[src/rtl/alu_pkg.sv]
`default_nettype none
// ============================================================================
// Module   : alu_pkg
// Brief    : Shared operation encodings, FSM state encoding and flag bundle
//            for the iterative ALU.
// Revision : 1.0 - initial release
// ============================================================================
package alu_pkg;

  // Operation select encoding; 11..15 are illegal.
  localparam logic [3:0] C_OP_ADD  = 4'd0;
  localparam logic [3:0] C_OP_SUB  = 4'd1;
  localparam logic [3:0] C_OP_NOT  = 4'd2;
  localparam logic [3:0] C_OP_AND  = 4'd3;
  localparam logic [3:0] C_OP_OR   = 4'd4;
  localparam logic [3:0] C_OP_XOR  = 4'd5;
  localparam logic [3:0] C_OP_SLT  = 4'd6;
  localparam logic [3:0] C_OP_EQ   = 4'd7;
  localparam logic [3:0] C_OP_MUL  = 4'd8;
  localparam logic [3:0] C_OP_DIVU = 4'd9;
  localparam logic [3:0] C_OP_REMU = 4'd10;

  // Control FSM state encoding.
  typedef enum logic [1:0] {
    ST_IDLE = 2'd0,
    ST_BUSY = 2'd1,
    ST_DONE = 2'd2
  } state_t;

  // Status flags presented alongside the result.
  typedef struct packed {
    logic zero;
    logic overflow;
    logic carry;
    logic cmp;
    logic err;
  } flags_t;

  // True for operations that run on the multi-cycle shift/add datapath.
  function automatic logic is_iter_op(input logic [3:0] op);
    return (op == C_OP_MUL) || (op == C_OP_DIVU) || (op == C_OP_REMU);
  endfunction

endpackage
`default_nettype wire

[src/rtl/alu_iter_if.sv]
`default_nettype none
// ============================================================================
// Module   : alu_iter_if
// Brief    : Operand/result handshake bundle for the iterative ALU.
//            master = producer/consumer side, slave = the ALU.
// Revision : 1.0 - initial release
// ============================================================================
interface alu_iter_if #(
  parameter int WIDTH = 32
) ();

  logic             in_valid;
  logic             in_ready;
  logic [3:0]       op;
  logic [WIDTH-1:0] a;
  logic [WIDTH-1:0] b;
  logic             cin;
  logic             out_valid;
  logic             out_ready;
  logic [WIDTH-1:0] result;
  logic             zero;
  logic             overflow;
  logic             carry;
  logic             cmp;
  logic             err;

  modport master (
    output in_valid, op, a, b, cin, out_ready,
    input  in_ready, out_valid, result, zero, overflow, carry, cmp, err
  );

  modport slave (
    input  in_valid, op, a, b, cin, out_ready,
    output in_ready, out_valid, result, zero, overflow, carry, cmp, err
  );

endinterface
`default_nettype wire

[src/rtl/alu_iter_core.sv]
`default_nettype none
// ============================================================================
// Module   : alu_iter_core
// Brief    : Multi-cycle unsigned multiply (shift-add) and divide/remainder
//            (restoring shift-subtract). Runs exactly WIDTH iterations after
//            a start pulse; final values stay in the registers afterwards.
// Revision : 1.0 - initial release
// ============================================================================
module alu_iter_core
  import alu_pkg::*;
#(
  parameter int WIDTH = 32
) (
  input  wire logic             clk,
  input  wire logic             rst,
  input  wire logic             start,
  input  wire logic [3:0]       start_op,
  input  wire logic [WIDTH-1:0] start_a,
  input  wire logic [WIDTH-1:0] start_b,
  output logic                  last,
  output logic [WIDTH-1:0]      result,
  output logic                  hi_nonzero
);

  localparam int              CNT_W    = $clog2(WIDTH);
  localparam logic [CNT_W-1:0] LAST_CNT = CNT_W'(WIDTH - 1);

  // acc: product high half (MUL) or partial remainder (DIV/REM).
  // sr : multiplier shifting out / product low half (MUL), or dividend
  //      shifting out with quotient bits shifting in (DIV/REM).
  // opnd: multiplicand (MUL) or divisor (DIV/REM).
  logic [WIDTH-1:0] acc_q, acc_d;
  logic [WIDTH-1:0] sr_q, sr_d;
  logic [WIDTH-1:0] opnd_q, opnd_d;
  logic [CNT_W-1:0] cnt_q, cnt_d;
  logic             busy_q, busy_d;
  logic             mul_q, mul_d;
  logic             rem_q, rem_d;

  logic [WIDTH:0]   mul_sum;
  logic [WIDTH:0]   rem_shift;
  logic [WIDTH:0]   rem_diff;
  logic             rem_borrow;

  // Per-iteration arithmetic for both algorithms.
  always_comb begin
    mul_sum   = {1'b0, acc_q} + (sr_q[0] ? {1'b0, opnd_q} : '0);
    rem_shift = {acc_q, sr_q[WIDTH-1]};
    rem_diff  = rem_shift - {1'b0, opnd_q};
    // The partial remainder is always below the divisor (or below 2^WIDTH
    // for a zero divisor), so bit WIDTH of the difference is set exactly
    // when the trial subtraction goes negative.
    rem_borrow = rem_diff[WIDTH];
    last       = busy_q && (cnt_q == LAST_CNT);
  end

  // Next-state: load on start, otherwise iterate while busy.
  always_comb begin
    acc_d  = acc_q;
    sr_d   = sr_q;
    opnd_d = opnd_q;
    cnt_d  = cnt_q;
    busy_d = busy_q;
    mul_d  = mul_q;
    rem_d  = rem_q;
    if (start) begin
      acc_d  = '0;
      cnt_d  = '0;
      busy_d = 1'b1;
      mul_d  = (start_op == C_OP_MUL);
      rem_d  = (start_op == C_OP_REMU);
      if (start_op == C_OP_MUL) begin
        sr_d   = start_b;
        opnd_d = start_a;
      end else begin
        sr_d   = start_a;
        opnd_d = start_b;
      end
    end else if (busy_q) begin
      if (mul_q) begin
        acc_d = mul_sum[WIDTH:1];
        sr_d  = {mul_sum[0], sr_q[WIDTH-1:1]};
      end else if (!rem_borrow) begin
        acc_d = rem_diff[WIDTH-1:0];
        sr_d  = {sr_q[WIDTH-2:0], 1'b1};
      end else begin
        acc_d = rem_shift[WIDTH-1:0];
        sr_d  = {sr_q[WIDTH-2:0], 1'b0};
      end
      cnt_d = cnt_q + CNT_W'(1);
      if (last) begin
        busy_d = 1'b0;
      end
    end
  end

  // Datapath registers.
  always_ff @(posedge clk) begin
    if (rst) begin
      acc_q  <= '0;
      sr_q   <= '0;
      opnd_q <= '0;
      cnt_q  <= '0;
      busy_q <= 1'b0;
      mul_q  <= 1'b0;
      rem_q  <= 1'b0;
    end else begin
      acc_q  <= acc_d;
      sr_q   <= sr_d;
      opnd_q <= opnd_d;
      cnt_q  <= cnt_d;
      busy_q <= busy_d;
      mul_q  <= mul_d;
      rem_q  <= rem_d;
    end
  end

  // A zero divisor naturally yields quotient all-ones and remainder = a.
  always_comb begin
    result     = rem_q ? acc_q : sr_q;
    hi_nonzero = mul_q && (|acc_q);
  end

endmodule
`default_nettype wire

[src/rtl/alu_iter.sv]
`default_nettype none
// ============================================================================
// Module   : alu_iter
// Brief    : Handshaked ALU. Single-cycle ops (add/sub/logic/compare) are
//            evaluated at accept; MUL/DIVU/REMU run WIDTH iterations on
//            alu_iter_core. Result held until the consumer takes it.
// Revision : 1.0 - initial release
// ============================================================================
module alu_iter
  import alu_pkg::*;
#(
  parameter int WIDTH = 32
) (
  input  wire logic clk,
  input  wire logic rst,
  alu_iter_if.slave bus
);

  state_t           state_q, state_d;
  logic [WIDTH-1:0] result_q, result_d;
  flags_t           flags_q, flags_d;
  logic             iter_q, iter_d;

  logic             sub_mode;
  logic             cin_eff;
  logic [WIDTH-1:0] b_eff;
  logic [WIDTH:0]   sum;
  logic             add_ovf;
  logic [WIDTH-1:0] comb_result;
  flags_t           comb_flags;

  logic             core_start;
  logic             core_last;
  logic [WIDTH-1:0] core_result;
  logic             core_hi_nonzero;

  // Shared adder/subtractor: ADD adds, SUB/SLT/EQ add the inverted operand.
  // SLT and EQ always compare a against b with no borrow-in.
  always_comb begin
    sub_mode = (bus.op == C_OP_SUB) || (bus.op == C_OP_SLT) || (bus.op == C_OP_EQ);
    b_eff    = sub_mode ? ~bus.b : bus.b;
    if (bus.op == C_OP_ADD) begin
      cin_eff = bus.cin;
    end else if (bus.op == C_OP_SUB) begin
      cin_eff = ~bus.cin;
    end else begin
      cin_eff = 1'b1;
    end
    sum     = {1'b0, bus.a} + {1'b0, b_eff} + {{WIDTH{1'b0}}, cin_eff};
    add_ovf = (bus.a[WIDTH-1] == b_eff[WIDTH-1]) && (sum[WIDTH-1] != bus.a[WIDTH-1]);
  end

  // Single-cycle operation results and flags, taken straight from the bus.
  always_comb begin
    comb_result = '0;
    comb_flags  = '0;
    case (bus.op)
      C_OP_ADD: begin
        comb_result         = sum[WIDTH-1:0];
        comb_flags.carry    = sum[WIDTH];
        comb_flags.overflow = add_ovf;
      end
      C_OP_SUB: begin
        comb_result         = sum[WIDTH-1:0];
        comb_flags.carry    = ~sum[WIDTH];
        comb_flags.overflow = add_ovf;
      end
      C_OP_NOT: comb_result = ~bus.a;
      C_OP_AND: comb_result = bus.a & bus.b;
      C_OP_OR:  comb_result = bus.a | bus.b;
      C_OP_XOR: comb_result = bus.a ^ bus.b;
      C_OP_SLT: begin
        comb_flags.cmp = sum[WIDTH-1] ^ add_ovf;
        comb_result    = {{(WIDTH-1){1'b0}}, comb_flags.cmp};
      end
      C_OP_EQ: begin
        comb_flags.cmp = ~|sum[WIDTH-1:0];
        comb_result    = {{(WIDTH-1){1'b0}}, comb_flags.cmp};
      end
      C_OP_MUL, C_OP_DIVU, C_OP_REMU: comb_result = '0;
      default: comb_flags.err = 1'b1;
    endcase
    comb_flags.zero = ~|comb_result;
  end

  // Control FSM next-state and capture of single-cycle results.
  always_comb begin
    state_d    = state_q;
    result_d   = result_q;
    flags_d    = flags_q;
    iter_d     = iter_q;
    core_start = 1'b0;
    case (state_q)
      ST_IDLE: begin
        if (bus.in_valid) begin
          if (is_iter_op(bus.op)) begin
            core_start = 1'b1;
            iter_d     = 1'b1;
            state_d    = ST_BUSY;
          end else begin
            result_d = comb_result;
            flags_d  = comb_flags;
            iter_d   = 1'b0;
            state_d  = ST_DONE;
          end
        end
      end
      ST_BUSY: begin
        if (core_last) begin
          state_d = ST_DONE;
        end
      end
      ST_DONE: begin
        if (bus.out_ready) begin
          state_d = ST_IDLE;
        end
      end
      default: state_d = ST_IDLE;
    endcase
  end

  // Control state and held single-cycle result.
  always_ff @(posedge clk) begin
    if (rst) begin
      state_q  <= ST_IDLE;
      result_q <= '0;
      flags_q  <= '0;
      iter_q   <= 1'b0;
    end else begin
      state_q  <= state_d;
      result_q <= result_d;
      flags_q  <= flags_d;
      iter_q   <= iter_d;
    end
  end

  alu_iter_core #(
    .WIDTH (WIDTH)
  ) u_core (
    .clk        (clk),
    .rst        (rst),
    .start      (core_start),
    .start_op   (bus.op),
    .start_a    (bus.a),
    .start_b    (bus.b),
    .last       (core_last),
    .result     (core_result),
    .hi_nonzero (core_hi_nonzero)
  );

  // Output mux: iterative results come from the core, which stops updating
  // once its iterations finish, so they stay stable while held in DONE.
  always_comb begin
    bus.in_ready  = (state_q == ST_IDLE);
    bus.out_valid = (state_q == ST_DONE);
    if (iter_q) begin
      bus.result   = core_result;
      bus.zero     = ~|core_result;
      bus.carry    = core_hi_nonzero;
      bus.overflow = 1'b0;
      bus.cmp      = 1'b0;
      bus.err      = 1'b0;
    end else begin
      bus.result   = result_q;
      bus.zero     = flags_q.zero;
      bus.carry    = flags_q.carry;
      bus.overflow = flags_q.overflow;
      bus.cmp      = flags_q.cmp;
      bus.err      = flags_q.err;
    end
  end

endmodule
`default_nettype wire

[src/flat_wrapper.sv]
// flat-port wrapper written by rule: the top's interface ports become plain ports
module alu_iter_flat import alu_pkg::*;
#(
  parameter int WIDTH = 32
)
  (clk, rst, bus_in_valid, bus_op, bus_a, bus_b, bus_cin, bus_out_ready, bus_in_ready, bus_out_valid, bus_result, bus_zero, bus_overflow, bus_carry, bus_cmp, bus_err);
  alu_iter_if #(.WIDTH(WIDTH)) bus_i ();
  input  wire logic clk;
  input  wire logic rst;
  input wire logic [$bits(bus_i.in_valid)-1:0] bus_in_valid;
  input wire logic [$bits(bus_i.op)-1:0] bus_op;
  input wire logic [$bits(bus_i.a)-1:0] bus_a;
  input wire logic [$bits(bus_i.b)-1:0] bus_b;
  input wire logic [$bits(bus_i.cin)-1:0] bus_cin;
  input wire logic [$bits(bus_i.out_ready)-1:0] bus_out_ready;
  output wire logic [$bits(bus_i.in_ready)-1:0] bus_in_ready;
  output wire logic [$bits(bus_i.out_valid)-1:0] bus_out_valid;
  output wire logic [$bits(bus_i.result)-1:0] bus_result;
  output wire logic [$bits(bus_i.zero)-1:0] bus_zero;
  output wire logic [$bits(bus_i.overflow)-1:0] bus_overflow;
  output wire logic [$bits(bus_i.carry)-1:0] bus_carry;
  output wire logic [$bits(bus_i.cmp)-1:0] bus_cmp;
  output wire logic [$bits(bus_i.err)-1:0] bus_err;
  assign bus_i.in_valid = bus_in_valid;
  assign bus_i.op = bus_op;
  assign bus_i.a = bus_a;
  assign bus_i.b = bus_b;
  assign bus_i.cin = bus_cin;
  assign bus_i.out_ready = bus_out_ready;
  assign bus_in_ready = bus_i.in_ready;
  assign bus_out_valid = bus_i.out_valid;
  assign bus_result = bus_i.result;
  assign bus_zero = bus_i.zero;
  assign bus_overflow = bus_i.overflow;
  assign bus_carry = bus_i.carry;
  assign bus_cmp = bus_i.cmp;
  assign bus_err = bus_i.err;
  alu_iter #(.WIDTH(WIDTH)) u_core (.clk(clk), .rst(rst), .bus(bus_i));
endmodule
[config.mk]
export PLATFORM = sky130hd
export DESIGN_NAME = alu_iter_flat
export DESIGN_NICKNAME = d
export VERILOG_FILES = /design/src/rtl/alu_pkg.sv /design/src/rtl/alu_iter_if.sv /design/src/rtl/alu_iter_core.sv /design/src/rtl/alu_iter.sv /design/src/flat_wrapper.sv
export SDC_FILE = /design/constraint.sdc
export NUM_CORES = 1
export LEC_CHECK = 0
export ABC_AREA = 1
export CAP_MARGIN = 20
export CELL_PAD_IN_SITES_DETAIL_PLACEMENT = 0
export CELL_PAD_IN_SITES_GLOBAL_PLACEMENT = 1
export CORE_MARGIN = 2
export CORE_UTILIZATION = 40
export CTS_CLUSTER_DIAMETER = 50
export DETAILED_ROUTE_END_ITERATION = 7
export HOLD_SLACK_MARGIN = 0.1
export PLACE_DENSITY = 0.86
export SLEW_MARGIN = 10
export SYNTH_ARGS = -nofsm -noshare
export SYNTH_HDL_FRONTEND = slang
export SYNTH_SLANG_ARGS = --single-unit
export TNS_END_PERCENT = 50
[constraint.sdc]
create_clock -name clk -period 3.9 [get_ports clk]
set_input_delay 0.78 -clock clk [delete_from_list [all_inputs] [get_ports clk]]
set_output_delay 0.78 -clock clk [all_outputs]
set_load 0.01 [all_outputs]
==> flow_summary_export.csv, run 1 <==
group,metric,value,unit
floorplanning,die_area,44000,um^2
power,cellPowerDensity,314,nW/um^2
worst_setup_path,critPathLaunchType,"flop",
worst_setup_path,cp.arrival,3.02,ns
routing,via_count,19986,
clock_tree,path_clk_slew,0.07,ns
power,leakagePower,10.6,nW
yosys,synth_nets,3119,
power,comb_power_share,51.3,%
floorplanning,die_w,210,um
worst_setup_path,cp_max_fo,28,
worst_setup_path,cpPeakStageDelay,0.57,ns
clock_tree,clock-sinks,144,
routing,via_per_inst,5.39,
yosys,synth_area,16900,um^2
final_layout,final_util,50.7,%
final_layout,diodes,0,
timing,worst_slew_pin_slew,0.791,ns
worst_setup_path,cp-end-kind,"output pin",
routing,post_drt_wl_per_cell,19.3,um
power,p_sw_share,43.7,%
yosys,synthArstFlopShare,0,%
clock_tree,clock_path_buffers,2,
timing,layout_setup_ws,0.104,ns
place,port_buffers,111,
global_route,antenna_found_initial,0,
floorplanning,pin_count,112,
yosys,synth_ff_type,"dfxtp_1",
timing,finalHoldViolations,0,
global_route,grt.total_usage,32.1,%
place,place_ws,-0.821,ns
worst_setup_path,timing.rr.end,"u_core.u_core.acc_q[29]",
worst_setup_path,crit_family,"simple AND/OR/NAND/NOR gates",
floorplanning,core,41900,um^2
hold_path,worstHoldPathType,"reg -> reg",
yosys,postSynthAreaPerCell,5.88,um^2
run_status,status,"complete, no violations",
global_route,grt_pass1_vias,19058,
yosys,synth-seq-cells,144,
routing,wl,71700,um
timing,max-slew-margin-rel,47.0,%
final_layout,final_cells,3709,
worst_setup_path,critPathRequiredTime,3.12,ns
clock_tree,root_buffer,"clkbuf_16",
power,vdd_drop_max,327,uV
yosys,synth.distinct_cells,56,
clock_tree,cts_inserted_buffers,17,
floorplanning,fp-row-count,75,
routing,antenna_left,0,
timing,min_period,3.80,ns
yosys,yosys.area.top_type,"dfxtp_1",
timing,grt_setup_unrepaired,"no",
timing,setup_viol_count_final,0,
yosys,synth_edf_count,0,
timing,timing.fmax,263,MHz
yosys,synth_area_leaders,"dfxtp_1 17%, nand2_1 17%, ha_1 12%",
final_layout,nets,3395,
run,max-cap-violations,0,
worst_setup_path,reg2reg_setup_slack,0.45,ns
global_route,grt_pass1_wl,109000,um
place,place_inst,3665,
yosys,synth.most_common_cell,"nand2_1",
timing,fin_crit_sh,97.3,%
power,switchingPower,2.91,mW
final_layout,drive_above_1_share,13.9,%
routing,first_pass_iters,6,
final_layout,area_growth,25.2,%
place,place_congestion,1.00,
worst_setup_path,worst-path-buf-inv,1,
floorplanning,initial_core_util,40.5,%
yosys,ys_top_cells_by_count,"756 x nand2_1, 454 x inv_1, 279 x o21ai_0",
clock_tree,htreeDepth,4,
floorplanning,die_h,210,um
routing,drcViolationCount,0,
yosys,ys_warn_count,0,
yosys,postSynthCellCount,2881,
worst_setup_path,cpMostUsedCell,"nand2_1",
clock_tree,cts_tree,"yes",
timing,slew_violations,0,
global_route,overflow,0,
place,dpl.hpwl,59000,um
clock_tree,worst_skew_pair.late_latency,0.45,ns
worst_setup_path,crit_chain,"o21ai_0, nor4_1, nand2_1, nor3_1, nand4_1, nand2_1, clkdlybuf4s50_1",
power,p_total,6.66,mW
power,power_frac_clock,24.2,%
power,p_int,3.75,mW
timing,finalClockSkew,0.00999,ns
routing,drt_iter0_markers,1679,
global_route,grt_max_degree,64,
timing,holdWs,0.472,ns
worst_setup_path,reg2reg_depth,23,
worst_setup_path,endpoint,"bus_zero",
worst_setup_path,reg2reg_from,"u_core.u_core.opnd_q[0]",
yosys,yosys.area.top_type_share,17.0,%
power,pwr-share-seq,24.5,%
yosys,seq_area_frac_synth,17.0,%
worst_setup_path,critPathKind,"reg -> out",
worst_setup_path,path_depth,7,
worst_setup_path,cp_slowest_cell,"clkdlybuf4s50_1",
worst_setup_path,crit_start,"u_core.u_core.rem_q",
[how the worst min path moves through the flow]
stage | from | slack (ns) | end | cells past startpoint
after floorplan | u_core.u_core.cnt_q[4] | 0.45 | u_core.u_core.cnt_q[4] | 2
after global placement | u_core.u_core.cnt_q[4] | 0.45 | u_core.u_core.cnt_q[4] | 2
after detailed placement | u_core.u_core.cnt_q[4] | 0.47 | u_core.u_core.cnt_q[4] | 2
after CTS | u_core.u_core.cnt_q[4] | 0.47 | u_core.u_core.cnt_q[4] | 2
after global routing | u_core.flags_q[3] | 0.49 | u_core.flags_q[3] | 2
final | u_core.u_core.cnt_q[4] | 0.47 | u_core.u_core.cnt_q[4] | 2
[state kept, by name (all words and copies together), names as in the netlist]
signal and cells:
u_core.u_core.mul_q 1, u_core.iter_q 1, u_core.u_core.acc_q 32, u_core.u_core.rem_q 1
u_core.flags_q 5, u_core.u_core.sr_q 32, u_core.u_core.opnd_q 32, u_core.u_core.cnt_q 5
u_core.result_q 32, u_core.state_q 2, u_core.u_core.busy_q 1
[layout by cell type, fill, tap and decap left out, types with 18 or more instances in the layout]
| cell type | instances |
|---|---|
| a31oi_1 | 38 |
| nor2_1 | 198 |
| a221oi_1 | 25 |
| ha_1 | 160 |
| nand4_1 | 33 |
| inv_1 | 449 |
| nor4_1 | 18 |
| clkbuf_16 | 19 |
| nand2_1 | 723 |
| o32ai_1 | 29 |
| o22ai_1 | 21 |
| dfxtp_1 | 141 |
| xor2_1 | 47 |
| clkdlybuf4s50_1 | 107 |
| o21ai_1 | 18 |
| o211ai_1 | 25 |
| o21ai_0 | 279 |
| nand2_2 | 43 |
| buf_4 | 246 |
| nor2_2 | 20 |
| nand3_1 | 132 |
| a21oi_1 | 183 |
[area by class of cell]
| cell class | count | area (um^2) |
|---|---|---|
| sequential | 144 | 2890 |
| tap | 539 | 674 |
| clock inverter | 11 | 109 |
| clock buffer | 21 | 450 |
| inverter | 469 | 1760 |
| fill | 4457 | 20600 |
| timing repair buffer | 368 | 3170 |
| multi-input combinational | 2157 | 12200 |
[tightest hold or removal path, delay by kind of cell (launching register included)]
family | cells | cell delay [ns]
compound gates | 1 | 0.05
flops | 1 | 0.31
simple gates | 1 | 0.06
[layer usage]
layer	track usage (%)	share of wire (%)
met1	42.8	45
met2	52.4	45
met3	3.13	5.4
met4	14.7	4.4
met5	0	0
[through the flow]
| step | instance area, um^2 | TNS (ns) |
|---|---|---|
| floorplan | 16900 | 0 |
| global placement | 20200 | -6.41 |
| detailed placement | 20200 | -7.72 |
| CTS | 20800 | -0.0159 |
| global route | 21200 | 0 |
| finish | 21200 | 0 |
[cells by family (layout without fill, tap and decap cells)]
| logic type | after synthesis | in the layout | synth area share [%] |
|---|---|---|---|
| and+or+nand+nor | 1235 | 1235 | 30.3 |
| AOI/OAI and AO/OA | 695 | 695 | 24.0 |
| buffers and inverters | 580 | 869 | 13.1 |
| adders and majority gates | 165 | 165 | 12.4 |
| DFF | 144 | 144 | 17.0 |
| xor gates and xnor gates | 61 | 61 | 3.15 |
| muxes | 1 | 1 | 0.0591 |
[power by group through the flow]
stage	Combinational, mW	Sequential [mW]	Clock [mW]
floorplan	2.06	1.63	0
global placement	3.24	1.66	0
detailed placement	3.26	1.66	0
CTS	3.28	1.63	1.63
global route	3.76	1.64	1.69
finish	3.41	1.63	1.61
[timing repair]
action / in CTS / in global routing
gates cloned: 0 / 2
endpoints found under the setup margin: 6 / 7
buffers inserted: 0 / 10
hold buffers: 0 / 0
pin swaps: 0 / 36
gates resized for setup: 15 / 86
Note: power is estimated with default switching activity, not from simulation.
==> run 2: changes to the inputs <==
--- a/config.mk
+++ b/config.mk
@@ -9,7 +9,7 @@
 export CAP_MARGIN = 20
 export CELL_PAD_IN_SITES_DETAIL_PLACEMENT = 0
 export CELL_PAD_IN_SITES_GLOBAL_PLACEMENT = 1
-export CORE_MARGIN = 2
+export CORE_MARGIN = 1
 export CORE_UTILIZATION = 40
 export CTS_CLUSTER_DIAMETER = 50
 export DETAILED_ROUTE_END_ITERATION = 7
==> flow_summary_export.csv, run 2 (same netlist as run 1, synthesis figures left out) <==
group,metric,value,unit
run_status,status,"complete, no violations",
timing,max-slew-margin-rel,35.7,%
worst_setup_path,cp.arrival,4.24,ns
final_layout,final_common_cell,"nand2_1",
routing,post_drt_wl_per_cell,19.4,um
floorplanning,die_w,208,um
routing,wl,71600,um
clock_tree,cts_inserted_buffers,17,
final_layout,ff_latch_area,2890,um^2
timing,setup_viol_count_final,0,
run,max-cap-violations,0,
floorplanning,die_area,43200,um^2
clock_tree,worst_skew_pair.late_latency,0.46,ns
worst_setup_path,critPathLaunchType,"primary input",
routing,via_count,20102,
final_layout,nets,3386,
worst_setup_path,cp_slowest_cell,"clkdlybuf4s50_1",
timing,timing.fmax,257,MHz
power,p_int,3.78,mW
floorplanning,pin_count,112,
power,pwr-share-seq,24.4,%
clock_tree,holdBufCountCts,0,
worst_setup_path,cp_max_fo,4,
hold_path,worstHoldPathType,"reg -> reg",
power,leakagePower,10.5,nW
power,cellPowerDensity,319,nW/um^2
timing,finalHoldViolations,0,
worst_setup_path,cpMostUsedCell,"nand2_1",
timing,slew_violations,0,
timing,worst_slew_pin_slew,0.959,ns
place,dpl.hpwl,59000,um
global_route,grt_max_degree,71,
worst_setup_path,cp-end-kind,"flop",
routing,drcViolationCount,0,
power,vdd_drop_max,343,uV
global_route,grt_pass1_vias,19237,
final_layout,diodes,0,
timing,grt_setup_unrepaired,"yes",
final_layout,layout_common_cells,"743 x nand2_1, 453 x inv_1, 279 x o21ai_0",
clock_tree,clock-sinks,144,
worst_setup_path,critPathRequiredTime,4.24,ns
global_route,antenna_found_initial,0,
place,place_congestion,0.985,
global_route,grt.total_usage,32.9,%
routing,via_per_inst,5.43,
routing,first_pass_iters,6,
floorplanning,core,41900,um^2
floorplanning,die_h,208,um
floorplanning,fp-row-count,75,
worst_setup_path,cpPeakStageDelay,0.50,ns
clock_tree,path_clk_slew,0.07,ns
power,power_frac_clock,25.7,%
power,switchingPower,2.92,mW
power,p_sw_share,43.6,%
routing,drt_iter0_markers,1764,
final_layout,fin_area,21000,um^2
clock_tree,clock_path_buffers,2,
timing,fin_crit_sh,99.9,%
clock_tree,cts_setup_buffers,0,
routing,antenna_left,0,
final_layout,fill_cells,4462,
clock_tree,cts_tree,"yes",
clock_tree,root_buffer,"clkbuf_16",
final_layout,area_growth,23.9,%
worst_setup_path,critPathKind,"in -> reg",
timing,finalSetupTns,0,ns
final_layout,multi_input_area,12000,um^2
place,placed_cell_area,20200,um^2
clock_tree,htreeDepth,4,
timing,min_period,3.90,ns
global_route,grt_pass1_wl,110000,um
place,port_buffers,111,
global_route,overflow,0,
floorplanning,initial_core_util,40.5,%
power,comb_power_share,49.9,%
final_layout,drive_above_1_share,12.4,%
timing,finalClockSkew,0.0114,ns
run 2: cell count changes in the layout (fill, tap and decap cells not counted), moves of 4 or more:
cell,previous run,this run
inv_1,449,453
nand3_2,11,6
nand2_2,43,23
dlymetal6s2s_1,4,0
nand2_1,723,743
inv_2,15,11
nor2_2,20,16
buf_4,246,240
nor2_1,198,205
clkdlybuf4s50_1,107,111
nand3_1,132,140
run 2: path summary, 6_finish.rpt:
path | startpoint | endpoint | slack, ns | cells past startpoint
max | bus_op[2] | u_core.flags_q[1] | 0.004 | 25
min | u_core.result_q[18] | u_core.result_q[18] | 0.47 | 2
max reg2reg | u_core.u_core.acc_q[0] | u_core.u_core.acc_q[29] | 0.48 | 21
min reg2reg | u_core.result_q[18] | u_core.result_q[18] | 0.47 | 2
run 2: power by group through the flow:
stage,combinational (mW),sequential (mW),clock (mW)
floorplan,2.06,1.63,0
global route,3.67,1.64,1.81
detailed placement,3.26,1.66,0
global placement,3.24,1.66,0
CTS,3.28,1.63,1.74
finish,3.35,1.63,1.72
run 2: timing repair:
action                                  4_1_cts  5_1_grt
pin swaps                                     2        1
cloned                                        0        1
gates resized for setup                      15       32
endpoints found under the setup margin        5        9
run 2: layer usage:
| layer | wire (um) | vias up | GRT usage, % | part of all wire, % |
|---|---|---|---|---|
| li1 | - | 10031 | - | - |
| met1 | 32200 | 9186 | 44.4 | 45 |
| met2 | 32600 | 765 | 54.2 | 45 |
| met3 | 4150 | 120 | 2.90 | 5.8 |
| met4 | 2750 | 0 | 12.5 | 3.8 |
| met5 | 0 | - | 0 | 0 |
run 2: final cells by class:
class	count	area share, %
multi-input cells	2157	57.2
repair buffers	359	14.6
flip-flops and latches	144	13.8
inverters	469	8.39
well taps	539	3.21
clock buffers	19	2.11
clock inverters	13	0.739
run 2: metrics by stage:
step                      setup WS, ns  instances  utilization, %  total power, mW  hold WS, ns
after global routing            -0.203       3700            50.2             7.12        0.496
after global placement          -0.670       3667            48.3             4.90        0.454
after CTS                      0.00637       3699            49.8             6.65        0.475
after detailed placement        -0.730       3667            48.3             4.92        0.465
after floorplan                  0.273       2881               -             3.70        0.445
final                          0.00400       3700            50.2             6.70        0.473
run 2: worst max-delay path: cells and delay by family:
kind                       cells  cell delay [ns]
adders and majority gates      2             0.80
xor gates and xnor gates       1             0.17
AOI/OAI and AO/OA              2             0.19
and+or+nand+nor               15             1.33
buffers and inverters          5             0.97
